<file path="config.mk">
export PLATFORM = sky130hd
export DESIGN_NAME = part_select_sequencer
export DESIGN_NICKNAME = d
export VERILOG_FILES = /design/src/rtl/part_sel_pkg.sv /design/src/rtl/part_sel_slice.sv /design/src/rtl/part_select_sequencer.sv
export SDC_FILE = /design/constraint.sdc
export NUM_CORES = 1
export LEC_CHECK = 0
export ABC_AREA = 1
export ABC_CLOCK_PERIOD_IN_PS = 2800
export CAP_MARGIN = 20
export CORE_MARGIN = 2
export CORE_UTILIZATION = 52
export DETAILED_ROUTE_END_ITERATION = 10
export GPL_ROUTABILITY_DRIVEN = 0
export PLACE_DENSITY = 0.8
export SYNTH_ARGS = -nofsm -noshare
export SYNTH_HDL_FRONTEND = slang
export SYNTH_SLANG_ARGS = --single-unit
</file>
<file path="constraint.sdc">
create_clock -name clk -period 2.8 [get_ports clk]
set_input_delay 0.42 -clock clk [delete_from_list [all_inputs] [get_ports clk]]
set_output_delay 0.42 -clock clk [all_outputs]
set_load 0.005 [all_outputs]
</file>
<file path="src/rtl/part_sel_pkg.sv">
// -----------------------------------------------------------------------------
// part_sel_pkg
// Shared types and width helpers for the part-select sequencer.
//   state_t          : sequencer FSM states (IDLE, RUN)
//   slices_per_word  : number of SLICE_W beats that make up one DATA_W word
//   idx_width        : width of an unsigned bit index into a DATA_W word
//   cnt_width        : width able to hold a beat count of 0..slices_per_word
// -----------------------------------------------------------------------------
package part_sel_pkg;

   typedef enum logic {
      IDLE = 1'b0,
      RUN  = 1'b1
   } state_t;

   function automatic int slices_per_word(input int data_w, input int slice_w);
      return data_w / slice_w;
   endfunction

   function automatic int idx_width(input int data_w);
      return $clog2(data_w);
   endfunction

   function automatic int cnt_width(input int data_w, input int slice_w);
      return $clog2(data_w / slice_w) + 1;
   endfunction

endpackage

</file>
<file path="src/rtl/part_sel_slice.sv">
// -----------------------------------------------------------------------------
// part_sel_slice
// Combinational extraction of word[base -: SLICE_W] for a signed base that may
// point below bit 0. Bits addressed below index 0 read as zero, never X.
// Ports:
//   word  in  DATA_W     source word
//   base  in  IDX_W+1    signed MSB index of the slice
//   slice out SLICE_W    extracted, zero-filled slice
// -----------------------------------------------------------------------------
module part_sel_slice #(
   parameter int DATA_W  = 16,
   parameter int SLICE_W = 4,
   parameter int IDX_W   = 4
) (
   input  logic [DATA_W-1:0]     word,
   input  logic signed [IDX_W:0] base,
   output logic [SLICE_W-1:0]    slice
);

   // The word is padded with zeros below bit 0 so that any slice that straddles
   // bit 0 stays inside the vector; slices wholly below bit 0 are forced to
   // zero instead. Two slices of padding keep the lowest selected bit >= 0.
   localparam int PAD_W  = 2 * SLICE_W;
   localparam int EXT_W  = DATA_W + PAD_W;
   localparam int EXT_IW = $clog2(EXT_W);

   logic [EXT_W-1:0]  ext;
   logic [EXT_IW-1:0] ext_idx;
   int                base_int;

   assign ext = {word, {PAD_W{1'b0}}};

   // NOTE: every variable written in an always_comb gets a default first so no
   // path leaves it unassigned, which would infer a latch.
   always_comb begin
      base_int = int'(base);
      ext_idx  = EXT_IW'(base_int + PAD_W);
      slice    = '0;
      if (base_int > -SLICE_W) begin
         slice = ext[ext_idx -: SLICE_W];
      end
   end

endmodule

</file>
<file path="src/rtl/part_select_sequencer.sv">
// -----------------------------------------------------------------------------
// part_select_sequencer
// Serializes a DATA_W word into SLICE_W beats, starting at a caller-supplied
// MSB index and stepping down by SLICE_W per beat (bits below 0 read as zero).
// Ports:
//   clk, rst          clock (rising edge), asynchronous active-high reset
//   s_valid/s_ready   word request handshake (s_ready depends only on state)
//   s_data            word to slice
//   s_msb             MSB index of the first slice
//   s_count           number of beats, legal 1..DATA_W/SLICE_W
//   m_valid/m_ready   beat handshake
//   m_data            current slice (registered)
//   m_idx             signed base index of the current slice (registered)
//   m_last            final beat of the word (registered)
//   busy              word in progress
//   err               one-cycle pulse after an illegal s_count was accepted
// -----------------------------------------------------------------------------
module part_select_sequencer
   import part_sel_pkg::*;
#(
   parameter int DATA_W  = 16,
   parameter int SLICE_W = 4,
   parameter int IDX_W   = idx_width(DATA_W),
   parameter int CNT_W   = cnt_width(DATA_W, SLICE_W)
) (
   input  logic                  clk,
   input  logic                  rst,
   input  logic                  s_valid,
   output logic                  s_ready,
   input  logic [DATA_W-1:0]     s_data,
   input  logic [IDX_W-1:0]      s_msb,
   input  logic [CNT_W-1:0]      s_count,
   output logic                  m_valid,
   input  logic                  m_ready,
   output logic [SLICE_W-1:0]    m_data,
   output logic signed [IDX_W:0] m_idx,
   output logic                  m_last,
   output logic                  busy,
   output logic                  err
);

   localparam int                    SPW       = slices_per_word(DATA_W, SLICE_W);
   localparam logic [CNT_W-1:0]      MAX_COUNT = CNT_W'(SPW);
   localparam logic signed [IDX_W:0] STEP      = (IDX_W + 1)'(SLICE_W);

   // Parameter legality, checked at elaboration.
   if ((DATA_W & (DATA_W - 1)) != 0) begin : g_bad_data_w
      $error("part_select_sequencer: DATA_W must be a power of two");
   end
   if (SLICE_W < 1 || DATA_W < SLICE_W || (DATA_W % SLICE_W) != 0) begin : g_bad_slice_w
      $error("part_select_sequencer: SLICE_W must divide DATA_W");
   end
   if (IDX_W != idx_width(DATA_W) || CNT_W != cnt_width(DATA_W, SLICE_W)) begin : g_bad_derived
      $error("part_select_sequencer: IDX_W and CNT_W are derived and must not be overridden");
   end

   state_t                state, state_next;
   logic [DATA_W-1:0]     word_q, word_sel;
   logic signed [IDX_W:0] base_q, base_next, base_sel;
   logic [CNT_W-1:0]      rem_q;
   logic [SLICE_W-1:0]    slice, data_q;
   logic                  last_q, err_q;
   logic                  accept, illegal, load, beat;

   assign accept    = s_valid && (state == IDLE);
   assign illegal   = (s_count == '0) || (s_count > MAX_COUNT);
   assign load      = accept && !illegal;
   assign beat      = (state == RUN) && m_ready;
   assign base_next = base_q - STEP;

   // The single slicer serves both the first beat (fresh input word at s_msb)
   // and every following beat (held word at the stepped-down base), so the
   // beat registers always load a precomputed slice.
   assign word_sel = load ? s_data : word_q;
   assign base_sel = load ? {1'b0, s_msb} : base_next;

   part_sel_slice #(
      .DATA_W  (DATA_W),
      .SLICE_W (SLICE_W),
      .IDX_W   (IDX_W)
   ) u_slice (
      .word  (word_sel),
      .base  (base_sel),
      .slice (slice)
   );

   // NOTE: sequential state is updated only with non-blocking assignments so
   // every flop samples the pre-edge values of the others.
   always_ff @(posedge clk or posedge rst) begin
      if (rst) begin
         state <= IDLE;
      end else begin
         state <= state_next;
      end
   end

   always_comb begin
      state_next = state;
      s_ready    = 1'b0;
      m_valid    = 1'b0;
      busy       = 1'b0;
      case (state)
         IDLE: begin
            s_ready = 1'b1;
            if (load) begin
               state_next = RUN;
            end
         end
         RUN: begin
            m_valid = 1'b1;
            busy    = 1'b1;
            if (m_ready && last_q) begin
               state_next = IDLE;
            end
         end
         default: state_next = IDLE;
      endcase
   end

   // NOTE: the datapath registers are reset too, because their values are
   // visible on m_data/m_idx/m_last and must read as zero out of reset.
   always_ff @(posedge clk or posedge rst) begin
      if (rst) begin
         word_q <= '0;
         base_q <= '0;
         rem_q  <= '0;
         data_q <= '0;
         last_q <= 1'b0;
         err_q  <= 1'b0;
      end else begin
         err_q <= accept && illegal;
         if (load) begin
            word_q <= s_data;
            base_q <= base_sel;
            rem_q  <= s_count;
            data_q <= slice;
            last_q <= (s_count == CNT_W'(1));
         end else if (beat) begin
            base_q <= base_next;
            rem_q  <= rem_q - CNT_W'(1);
            if (last_q) begin
               last_q <= 1'b0;
            end else begin
               data_q <= slice;
               // The beat being loaded is the final one when two remain now.
               last_q <= (rem_q == CNT_W'(2));
            end
         end
      end
   end

   assign m_data = data_q;
   assign m_idx  = base_q;
   assign m_last = last_q;
   assign err    = err_q;

endmodule

</file>
==> results of run 1 <==
-- logic make-up (layout without fill, tap and decap cells) --
group	count (synthesis)	after routing	share of synthesized area
buffers and inverters	58	103	0.122
adder cells (fa/ha/maj)	4	4	0.0230
flip-flops	31	31	0.357
AO/OA/AOI/OAI	30	30	0.0881
XOR/XNOR	1	1	0.00403
AND/OR/NAND/NOR	198	198	0.406
-- stage by stage --
step | worst slack (ns) | power [mW]
6_report | 0.440 | 3.16
3_5_place_dp | 0.150 | 2.80
4_1_cts | 0.450 | 3.16
2_1_floorplan | 0.780 | 2.28
5_1_grt | 0.174 | 3.51
3_3_place_gp | 0.200 | 2.75
-- registers in the layout (all words and copies together), names as in the netlist --
name / flops
m_last: 1
m_idx: 5
rem_q: 3
state: 1
err: 1
word_q: 16
m_data: 4
-- placed cells by master (no fill, tap or decap), types with 3 or more instances in the layout --
cell type and n:
buf_4 9, nand2_2 3, clkbuf_8 5, o21ai_1 6, nor2_2 3, inv_2 3, a21oi_1 5, dfrtp_1 31
a31oi_1 3, ha_1 4, nand3_1 35, o21ai_0 9, nand2_4 3, clkdlybuf4s50_1 40, nand2_1 130, nor2_1 8
nand4_1 13, inv_1 43
-- path summary, 6_finish.rpt --
| path | to | from |
|---|---|---|
| worst max-delay path | m_data[1]$_DFFE_PP0P_ | s_count[2] |
| worst min register to register | m_data[3]$_DFFE_PP0P_ | m_data[3]$_DFFE_PP0P_ |
| min in group asynchronous | err$_DFF_PP0_ | rst |
| max in group asynchronous | m_data[0]$_DFFE_PP0P_ | rst |
| worst min-delay path | m_data[3]$_DFFE_PP0P_ | m_data[3]$_DFFE_PP0P_ |
| worst max register to register | m_data[1]$_DFFE_PP0P_ | state$_DFF_PP0_ |
-- power by group through the flow --
stage	Clock (mW)	Combinational (mW)	Sequential, mW
final	0.338	2.05	0.766
after global routing	0.370	2.34	0.791
after CTS	0.352	2.04	0.768
after detailed placement	0	2.03	0.774
after global placement	0	1.98	0.765
after floorplan	0	1.52	0.758
-- per-layer routing --
layer  up-vias  GRT usage  part of all wire
li1       1109          -                 -
met1      1003      0.311              0.45
met2        58      0.454              0.48
met3         7     0.0584             0.053
met4         0      0.105             0.013
met5         -          0                 0
-- critical path, cell delays in order --
cell	delay [ns]
clkdlybuf4s50_1	0.58
inv_1	0.11
nand2_4	0.09
nand3_4	0.18
buf_4	0.25
nand2_2	0.09
nand2_4	0.13
o21ai_0	0.26
nand2_1	0.07
nand2_1	0.07
nand3_1	0.10
nand2_1	0.08
nand3_1	0.06
nand2_1	0.06
-- layout make-up --
| class | instances | area share |
|---|---|---|
| multi-input combinational | 233 | 0.421 |
| sequential | 31 | 0.288 |
| timing repair buffer | 49 | 0.174 |
| inverter | 46 | 0.0641 |
| clock buffer | 7 | 0.0283 |
| tap | 50 | 0.0232 |
| clock inverter | 1 | 0.00186 |
==> out/qor.yml, run 1 <==
status: "finished, final reports clean"
synth_top_area_cell: "dfrtp_1"
hold_ws_ns: 0.483
cts_setup_buffers: 0
ios: 41
final_cells: 417
gr-total-overflow: 0
worst_setup_path_end_kind: "flip-flop"
coreArea_sq_um: 4000
grt_pass1_vias: 2053
multi_input_area_sq_um: 1130
synth_cells: 322
regArea_sq_um: 776
drcViolationCount: 0
whs_path_depth: 2
fillers: 371
design_area_sq_um: 2690
reg2reg_depth: 12
max_slew.worst_pin.slew_ns: 0.408
die_area_sq_um: 4710
nets: 397
postPlaceCellArea_sq_um: 2610
clock_latency_ns: 0.29
antenna_found_initial: 0
synth_edf_count: 0
synth_most_common_cell: "nand2_1"
ctsLongestPathBuffers: 2
drtPass1Iterations: 4
area_growth_pct: 23.9
fin_skew_ns: 0.0107
ant_nets: 0
max_freq_mhz: 424
dr.first_iter.drc_count: 148
seq_area_frac_synth: 0.357
post-route-period-util: 0.843
p_clk_frac: 0.107
fp-row-count: 23
fin_crit_ns: 2.36
diodes: 0
yosysWarnings: 0
ir_drop_mv: 0.585
crit_arrival_ns: 2.58
start_kind: "input port"
synth_cell_type_count: 28
setup_tns_ns: 0
cell_internal_pwr_mw: 1.64
grt_max_degree: 32
synth_top_area_frac: 0.357
track_usage: 0.262
place_inst: 409
setup_viol: 0
holdBufCountCts: 0
clk_pin_slew_ns: 0.06
p_seq_frac: 0.243
clockRootBuffer: "clkbuf_8"
hold_viol_final: 0
powerDensity_nw_per_um2: 1170
ys_top_cells_by_count: "130 x nand2_1, 43 x inv_1, 35 x nand3_1"
cts_tree: "built"
layout-drive-gt1-share: 0.0845
required_ns: 3.02
via_count: 2177
leakage_nw: 1.43
drv_cap: 0
cts_buffers: 5
syn_area_sq_um: 2170
syn_nets: 353
die_w_um: 68.7
sw_frac_of_total: 0.482
die-height_um: 68.7
r2r_slack_ns: 0.70
htreeDepth: 2
initial_core_util: 0.543
ctsResizeCount: 0
avgSynthCellArea_sq_um: 6.75
async_flop_share: 1.00
path_class: "in -> reg"
relSlewSlack: 0.725
wl_per_cell_um: 13.0
synth.ff_latch_count: 31
combPwrFrac: 0.650
grt_pass1_wl_mm: 9.08
io_buffers: 40
finish.utilization: 0.673
hold_path_class: "reg -> reg"
cts.sinks: 31
slew_viol_final: 0
yosys_most_used_dff: "dfrtp_1"
wl_mm: 5.43
rsz0062_at_grt: "no"
cp_max_fo: 18
dp_hpwl_mm: 3.98
yosys-top-cells-area: "dfrtp_1 36%, nand2_1 22%, nand3_1 8.1%, inv_1 7.4%, nand4_1 3.7%"
vias_per_cell: 5.22
netSwitchingPower_mw: 1.52
Note: power is estimated with default switching activity, not from simulation.
==> run 2, diff against run 1 <==
--- a/config.mk
+++ b/config.mk
@@ -6,13 +6,13 @@
 export NUM_CORES = 1
 export LEC_CHECK = 0
 export ABC_AREA = 1
-export ABC_CLOCK_PERIOD_IN_PS = 2800
+export ABC_CLOCK_PERIOD_IN_PS = 2100
 export CAP_MARGIN = 20
 export CORE_MARGIN = 2
-export CORE_UTILIZATION = 52
+export CORE_UTILIZATION = 47
 export DETAILED_ROUTE_END_ITERATION = 10
 export GPL_ROUTABILITY_DRIVEN = 0
-export PLACE_DENSITY = 0.8
+export PLACE_DENSITY = 0.76
 export SYNTH_ARGS = -nofsm -noshare
 export SYNTH_HDL_FRONTEND = slang
 export SYNTH_SLANG_ARGS = --single-unit
==> constraint.sdc (replaced) <==
create_clock -name clk -period 2.1 [get_ports clk]
set_input_delay 0.315 -clock clk [delete_from_list [all_inputs] [get_ports clk]]
set_output_delay 0.315 -clock clk [all_outputs]
set_load 0.005 [all_outputs]
==> run 2 against run 1 <==
  * Via count rose by 13%
  * Global-route usage fell by 1.5 points
  * Cell area increased by 14%
  * Flip-flop and latch count is the same
  * Clock power rose by 39%
  * Cell count up 10%
  * Largest power group unchanged
==> out/qor.yml, run 2 (synthesis gave the netlist of run 1 again) <==
dp_hpwl_mm: 4.28  # +7.6%
fillers: 369  # -0.54%
die-height_um: 72  # +4.9%
clockRootBuffer: "clkbuf_8"
nets: 437  # +10%
grt_pass1_vias: 2311  # +13%
cts_buffers: 5  # unchanged
hold_path_class: "in -> async"
clk_pin_slew_ns: 0.07  # about the same
grt_pass1_wl_mm: 9.98  # +9.9%
hold_viol_final: 0  # unchanged
grt_max_degree: 32  # unchanged
wl_per_cell_um: 13.6  # +4.7%
cts.sinks: 31  # unchanged
finish.utilization: 0.698  # +0.0253
reg2reg_from: "state$_DFF_PP0_"
mostFrequentLayoutCells: "127 x nand2_1, 42 x buf_4, 40 x inv_1, 36 x clkdlybuf4s50_1, 34 x nand3_1"
setup_tns_ns: 0  # unchanged
htreeDepth: 2  # unchanged
slew_viol_final: 0  # unchanged
drcViolationCount: 0  # unchanged
fin_skew_ns: 0.00448  # -0.00623 ns
vias_per_cell: 5.35  # +2.5%
cpMaxStageDelayCell: "dfrtp_1"
worst_setup_path_end_kind: "flip-flop"
worst-path-buf-inv: 3  # unchanged
diodes: 0  # unchanged
cts_tree: "built"
status: "finished, final reports clean"
gr-total-overflow: 0  # unchanged
regArea_sq_um: 776  # unchanged
antenna_found_initial: 0  # unchanged
max_slew.worst_pin.slew_ns: 0.423  # +0.0148 ns
design_area_sq_um: 3080  # +14%
relSlewSlack: 0.718  # -0.00697
final_common_cell: "nand2_1"
fp-row-count: 24  # +4.3%
top_register: "word_q"
area_growth_pct: 41.9
ant_nets: 0  # unchanged
initial_core_util: 0.492  # -0.0510
leakage_nw: 1.67  # +17%
fin_crit_ns: 1.95
multi_input_area_sq_um: 1200  # +6.2%
cp_max_fo: 8  # -10
slowest_delay_ns: 0.41  # -0.17 ns
rsz0062_at_grt: "no"
powerDensity_nw_per_um2: 1620  # +38%
dr.first_iter.drc_count: 201  # +36%
final_cells: 459  # +10%
post-route-period-util: 0.926
holdBufCountCts: 0  # unchanged
drv_cap: 0  # unchanged
cp_common_cell: "buf_4"
largest_reg_flops: 16  # unchanged
crit_arrival_ns: 2.18  # -0.40 ns
crit_chain: "nor2_4 > nand3_4 > buf_4 > buf_4 > buf_4 > o21ai_0 > o21ai_1 > a21o_1 > a21oi_1 > nand2_1 > nand2_1"
drtPass1Iterations: 6  # +2
crit_family: "compound AO/OA/AOI/OAI gates"
place_inst: 439  # +7.3%
die_w_um: 72  # +4.9%
ios: 41  # unchanged
io_buffers: 40  # unchanged
via_count: 2457  # +13%
max_freq_mhz: 514
reg2reg_depth: 11  # -1
postPlaceCellArea_sq_um: 2820  # +8.1%
clock_latency_ns: 0.29  # about the same
ir_drop_mv: 0.795  # +36%
cp.depth: 11  # -3
ctsLongestPathBuffers: 2  # unchanged
required_ns: 2.33  # -0.69 ns
path_class: "reg -> reg"
die_area_sq_um: 5180  # +10%
track_usage: 0.247  # -0.0149
layout-drive-gt1-share: 0.206  # +0.122
startpoint: "state$_DFF_PP0_"
start_kind: "flip-flop"
setup_viol: 0  # unchanged
coreArea_sq_um: 4410  # +10%
wl_mm: 6.25  # +15%
## run 2: power by group
part	leakage, nW	total (mW)	switching (mW)	internal [mW]
Sequential	0.379	1.02	0.141	0.882
Clock	0.0422	0.471	0.238	0.233
Combinational	1.25	3.51	1.97	1.54
Total	1.67	5.00	2.35	2.66
## run 2: timing repair
action | CTS | global route
setup endpoints to repair | 3 | 4
pin swaps | 0 | 10
setup buffers | 0 | 10
gates resized for setup | 2 | 26
cloned | 0 | 2
## run 2: cell type report
class | instances | area share
multi-input cells | 235 | 0.390
repair buffers | 87 | 0.255
flip-flops and latches | 31 | 0.252
inverters | 46 | 0.0560
clock buffers | 7 | 0.0248
well taps | 52 | 0.0211
clock inverters | 1 | 0.00162
## run 2: per-layer routing
| metal | global-route usage | part of all wire | up-vias |
|---|---|---|---|
| met4 | 0.124 | 0.032 | 0 |
| met5 | 0 | 0 | - |
| met1 | 0.312 | 0.41 | 1111 |
| li1 | - | - | 1188 |
| met3 | 0.0472 | 0.078 | 24 |
| met2 | 0.404 | 0.47 | 134 |
## run 2: stage by stage
| stage | worst slack (ns) | power (mW) | hold slack (ns) |
|---|---|---|---|
| global route | 0.0665 | 5.48 | 0.489 |
| global placement | -0.293 | 4.11 | 0.463 |
| detailed placement | -0.316 | 4.17 | 0.464 |
| CTS | 0.00335 | 4.66 | 0.434 |
| floorplan | 0.0805 | 3.03 | 0.419 |
| finish | 0.155 | 5.00 | 0.417 |
## run 2: path summary, 6_finish.rpt
check	end	slack, ns
min in group clk	m_data[0]$_DFFE_PP0P_	0.48
worst min register to register	m_data[0]$_DFFE_PP0P_	0.48
max in group asynchronous	word_q[2]$_DFF_PP0_	1.38
worst min-delay path	err$_DFF_PP0_	0.42
worst max register to register	m_data[0]$_DFFE_PP0P_	0.15
worst max-delay path	m_data[0]$_DFFE_PP0P_	0.15
## run 2: worst min-delay path: stages
cell             delay, ns
clkdlybuf4s50_1       0.39
inv_1                 0.05
buf_4                 0.37
==> run 3, diff against run 2 <==
--- a/config.mk
+++ b/config.mk
@@ -8,10 +8,9 @@
 export ABC_AREA = 1
 export ABC_CLOCK_PERIOD_IN_PS = 2100
 export CAP_MARGIN = 20
-export CORE_MARGIN = 2
+export CORE_MARGIN = 8
 export CORE_UTILIZATION = 47
 export DETAILED_ROUTE_END_ITERATION = 10
-export GPL_ROUTABILITY_DRIVEN = 0
 export PLACE_DENSITY = 0.76
 export SYNTH_ARGS = -nofsm -noshare
 export SYNTH_HDL_FRONTEND = slang
==> run 3 against run 2 <==
  * Critical path depth shrank 1
  * Clock power shrank 1%
  * Via count grew 5.2%
  * Clock skew shrank 0.0020 ns
  * First-iteration DRC count grew 9.0%
  * Worst setup slack lost 0.026 ns
  * Critical path type unchanged
==> out/qor.yml, run 3 (synthesis gave the netlist of run 1 again) <==
via_count: 2584  # +5.2%
drv_cap: 0  # unchanged
dr.first_iter.drc_count: 219  # +9.0%
ant_nets: 0  # unchanged
gp_congestion: 0.893
nets: 441  # +0.92%
p_clk_frac: 0.084  # -0.010
cts.sinks: 31  # unchanged
ctsLongestPathBuffers: 2  # unchanged
required_ns: 2.33  # about the same
highest_layer: "met4"
slew_viol_final: 0  # unchanged
antenna_found_initial: 0  # unchanged
netSwitchingPower_mw: 2.65  # +13%
met3WireLength_um: 604  # +24%
setup_tns_ns: 0  # unchanged
die_w_um: 84  # +17%
holdBufCountCts: 0  # unchanged
status: "finished, final reports clean"
start_kind: "flip-flop"
drtPass1Iterations: 5  # -1
initial_core_util: 0.492  # unchanged
crit_arrival_ns: 2.20  # +0.02 ns
io_buffers: 40  # unchanged
htreeDepth: 2  # unchanged
final_common_cell: "nand2_1"
max_slew.worst_pin.slew_ns: 0.476  # +0.0537 ns
drcViolationCount: 0  # unchanged
multi_input_area_sq_um: 1360  # +13%
grt_pass1_wl_mm: 10.7  # +7.0%
diodes: 0  # unchanged
cts_buffers: 5  # unchanged
regArea_sq_um: 776  # unchanged
grt_pass1_vias: 2351  # +1.7%
gr-total-overflow: 0  # unchanged
wl_per_cell_um: 16.5  # +21%
fin_crit_ns: 1.97  # +0.0259 ns
top_register: "word_q"
dr_wl_met2_mm: 3.75  # +27%
area_growth_pct: 52.3
dp_hpwl_mm: 4.72  # +10%
hold_viol_final: 0  # unchanged
design_area_sq_um: 3310  # +7.3%
wl_mm: 7.62  # +22%
clock_latency_ns: 0.29  # about the same
relSlewSlack: 0.680  # -0.0379
die_area_sq_um: 7060  # +36%
layout-drive-gt1-share: 0.258  # +0.0515
worst_setup_path_end_kind: "flip-flop"
hold_ws_ns: 0.408  # -0.00891 ns
reg2reg_depth: 10  # -1
clk_pin_slew_ns: 0.07  # about the same
setup_viol: 0  # unchanged
cts_tree: "built"
coreArea_sq_um: 4410  # unchanged
fp-row-count: 24  # unchanged
final_cells: 463  # +0.87%
cell_internal_pwr_mw: 2.86  # +7.9%
mostFrequentLayoutCells: "110 x nand2_1, 41 x inv_1, 36 x clkdlybuf4s50_1, 36 x buf_4, 35 x nand3_1"
powerDensity_nw_per_um2: 1670  # +2.6%
largest_reg_flops: 16  # unchanged
clockRootBuffer: "clkbuf_8"
hold_path_class: "in -> async"
cp_max_fo: 7  # -1
track_usage: 0.184  # -0.0628
p_seq_frac: 0.190  # -0.014
postPlaceCellArea_sq_um: 2810  # -0.53%
ir_drop_mv: 0.975  # +23%
leakage_nw: 1.73  # +3.7%
finish.utilization: 0.750  # +0.0513
combPwrFrac: 0.726  # +0.024
grt_max_degree: 32  # unchanged
max_freq_mhz: 507  # -1.3%
wl_met1_mm: 3.03  # +17%
post-route-period-util: 0.939  # +0.0123
fin_skew_ns: 0.00252  # -0.00196 ns
path_class: "reg -> reg"
die-height_um: 84  # +17%
fillers: 334  # -9.5%
vias_per_cell: 5.58  # +4.3%
place_inst: 437  # -0.46%
sw_frac_of_total: 0.480  # +0.0109
ios: 41  # unchanged
[run 3: changes by cell type in the layout (fill, tap and decap cells not counted), moves of 3 or more]
cell / previous run / this run
nand2_1: 127 / 110
nand2_2: 6 / 18
buf_4: 42 / 36
nand2_8: 0 / 4
buf_6: 4 / 7
nand2_4: 5 / 8
nor2_1: 7 / 4
[run 3: what timing repair did]
item	in CTS	in global routing
pin swaps	0	19
setup buffers	0	12
resized for setup	2	66
hold endpoints to repair	0	0
endpoints found under the setup margin	4	4
cloned	0	6
[run 3: worst paths after layout]
kind | from | to | slack [ns]
hold reg to reg | m_data[1]$_DFFE_PP0P_ | m_data[1]$_DFFE_PP0P_ | 0.48
setup / recovery | state$_DFF_PP0_ | m_data[0]$_DFFE_PP0P_ | 0.13
max in group asynchronous | rst | m_data[2]$_DFFE_PP0P_ | 1.39
setup reg to reg | state$_DFF_PP0_ | m_data[0]$_DFFE_PP0P_ | 0.13
hold / removal | rst | err$_DFF_PP0_ | 0.41
min in group clk | m_data[1]$_DFFE_PP0P_ | m_data[1]$_DFFE_PP0P_ | 0.48
[run 3: area by class of cell]
class | instances | area share
clock buffers | 7 | 0.0231
well taps | 52 | 0.0197
inverters | 46 | 0.0537
multi-input cells | 238 | 0.411
flip-flops and latches | 31 | 0.234
repair buffers | 88 | 0.257
clock inverters | 1 | 0.00151
[run 3: metal layers]
layer  track usage  up-vias
met5             0        -
met4        0.0785        0
met3        0.0469       24
met2         0.311      129
met1         0.213     1229
li1              -     1202
[run 3: power by group through the flow]
| stage | Clock, mW | Combinational (mW) | Sequential (mW) |
|---|---|---|---|
| 2_1_floorplan | 0 | 2.02 | 1.01 |
| 3_3_place_gp | 0 | 3.13 | 1.02 |
| 3_5_place_dp | 0 | 3.17 | 1.03 |
| 4_1_cts | 0.468 | 3.20 | 1.02 |
| 5_1_grt | 0.494 | 4.38 | 1.07 |
| 6_report | 0.465 | 4.00 | 1.05 |
[run 3: critical path, cell delays in order, from the launching register on]
cell and delay [ns]:
dfrtp_1 0.41, nor2_4 0.20, nand3_4 0.21, clkbuf_16 0.22
o21ai_1 0.39, a31oi_4 0.13, o21ai_1 0.10, nand2_1 0.08
nand2_1 0.06, nand2_1 0.05, nand2_1 0.05
[run 3: through the flow]
| stage | total power, mW | setup slack [ns] |
|---|---|---|
| 2_1_floorplan | 3.03 | 0.0805 |
| 3_3_place_gp | 4.15 | -0.309 |
| 3_5_place_dp | 4.21 | -0.341 |
| 4_1_cts | 4.69 | 0.00309 |
| 5_1_grt | 5.95 | -0.0132 |
| 6_report | 5.51 | 0.129 |
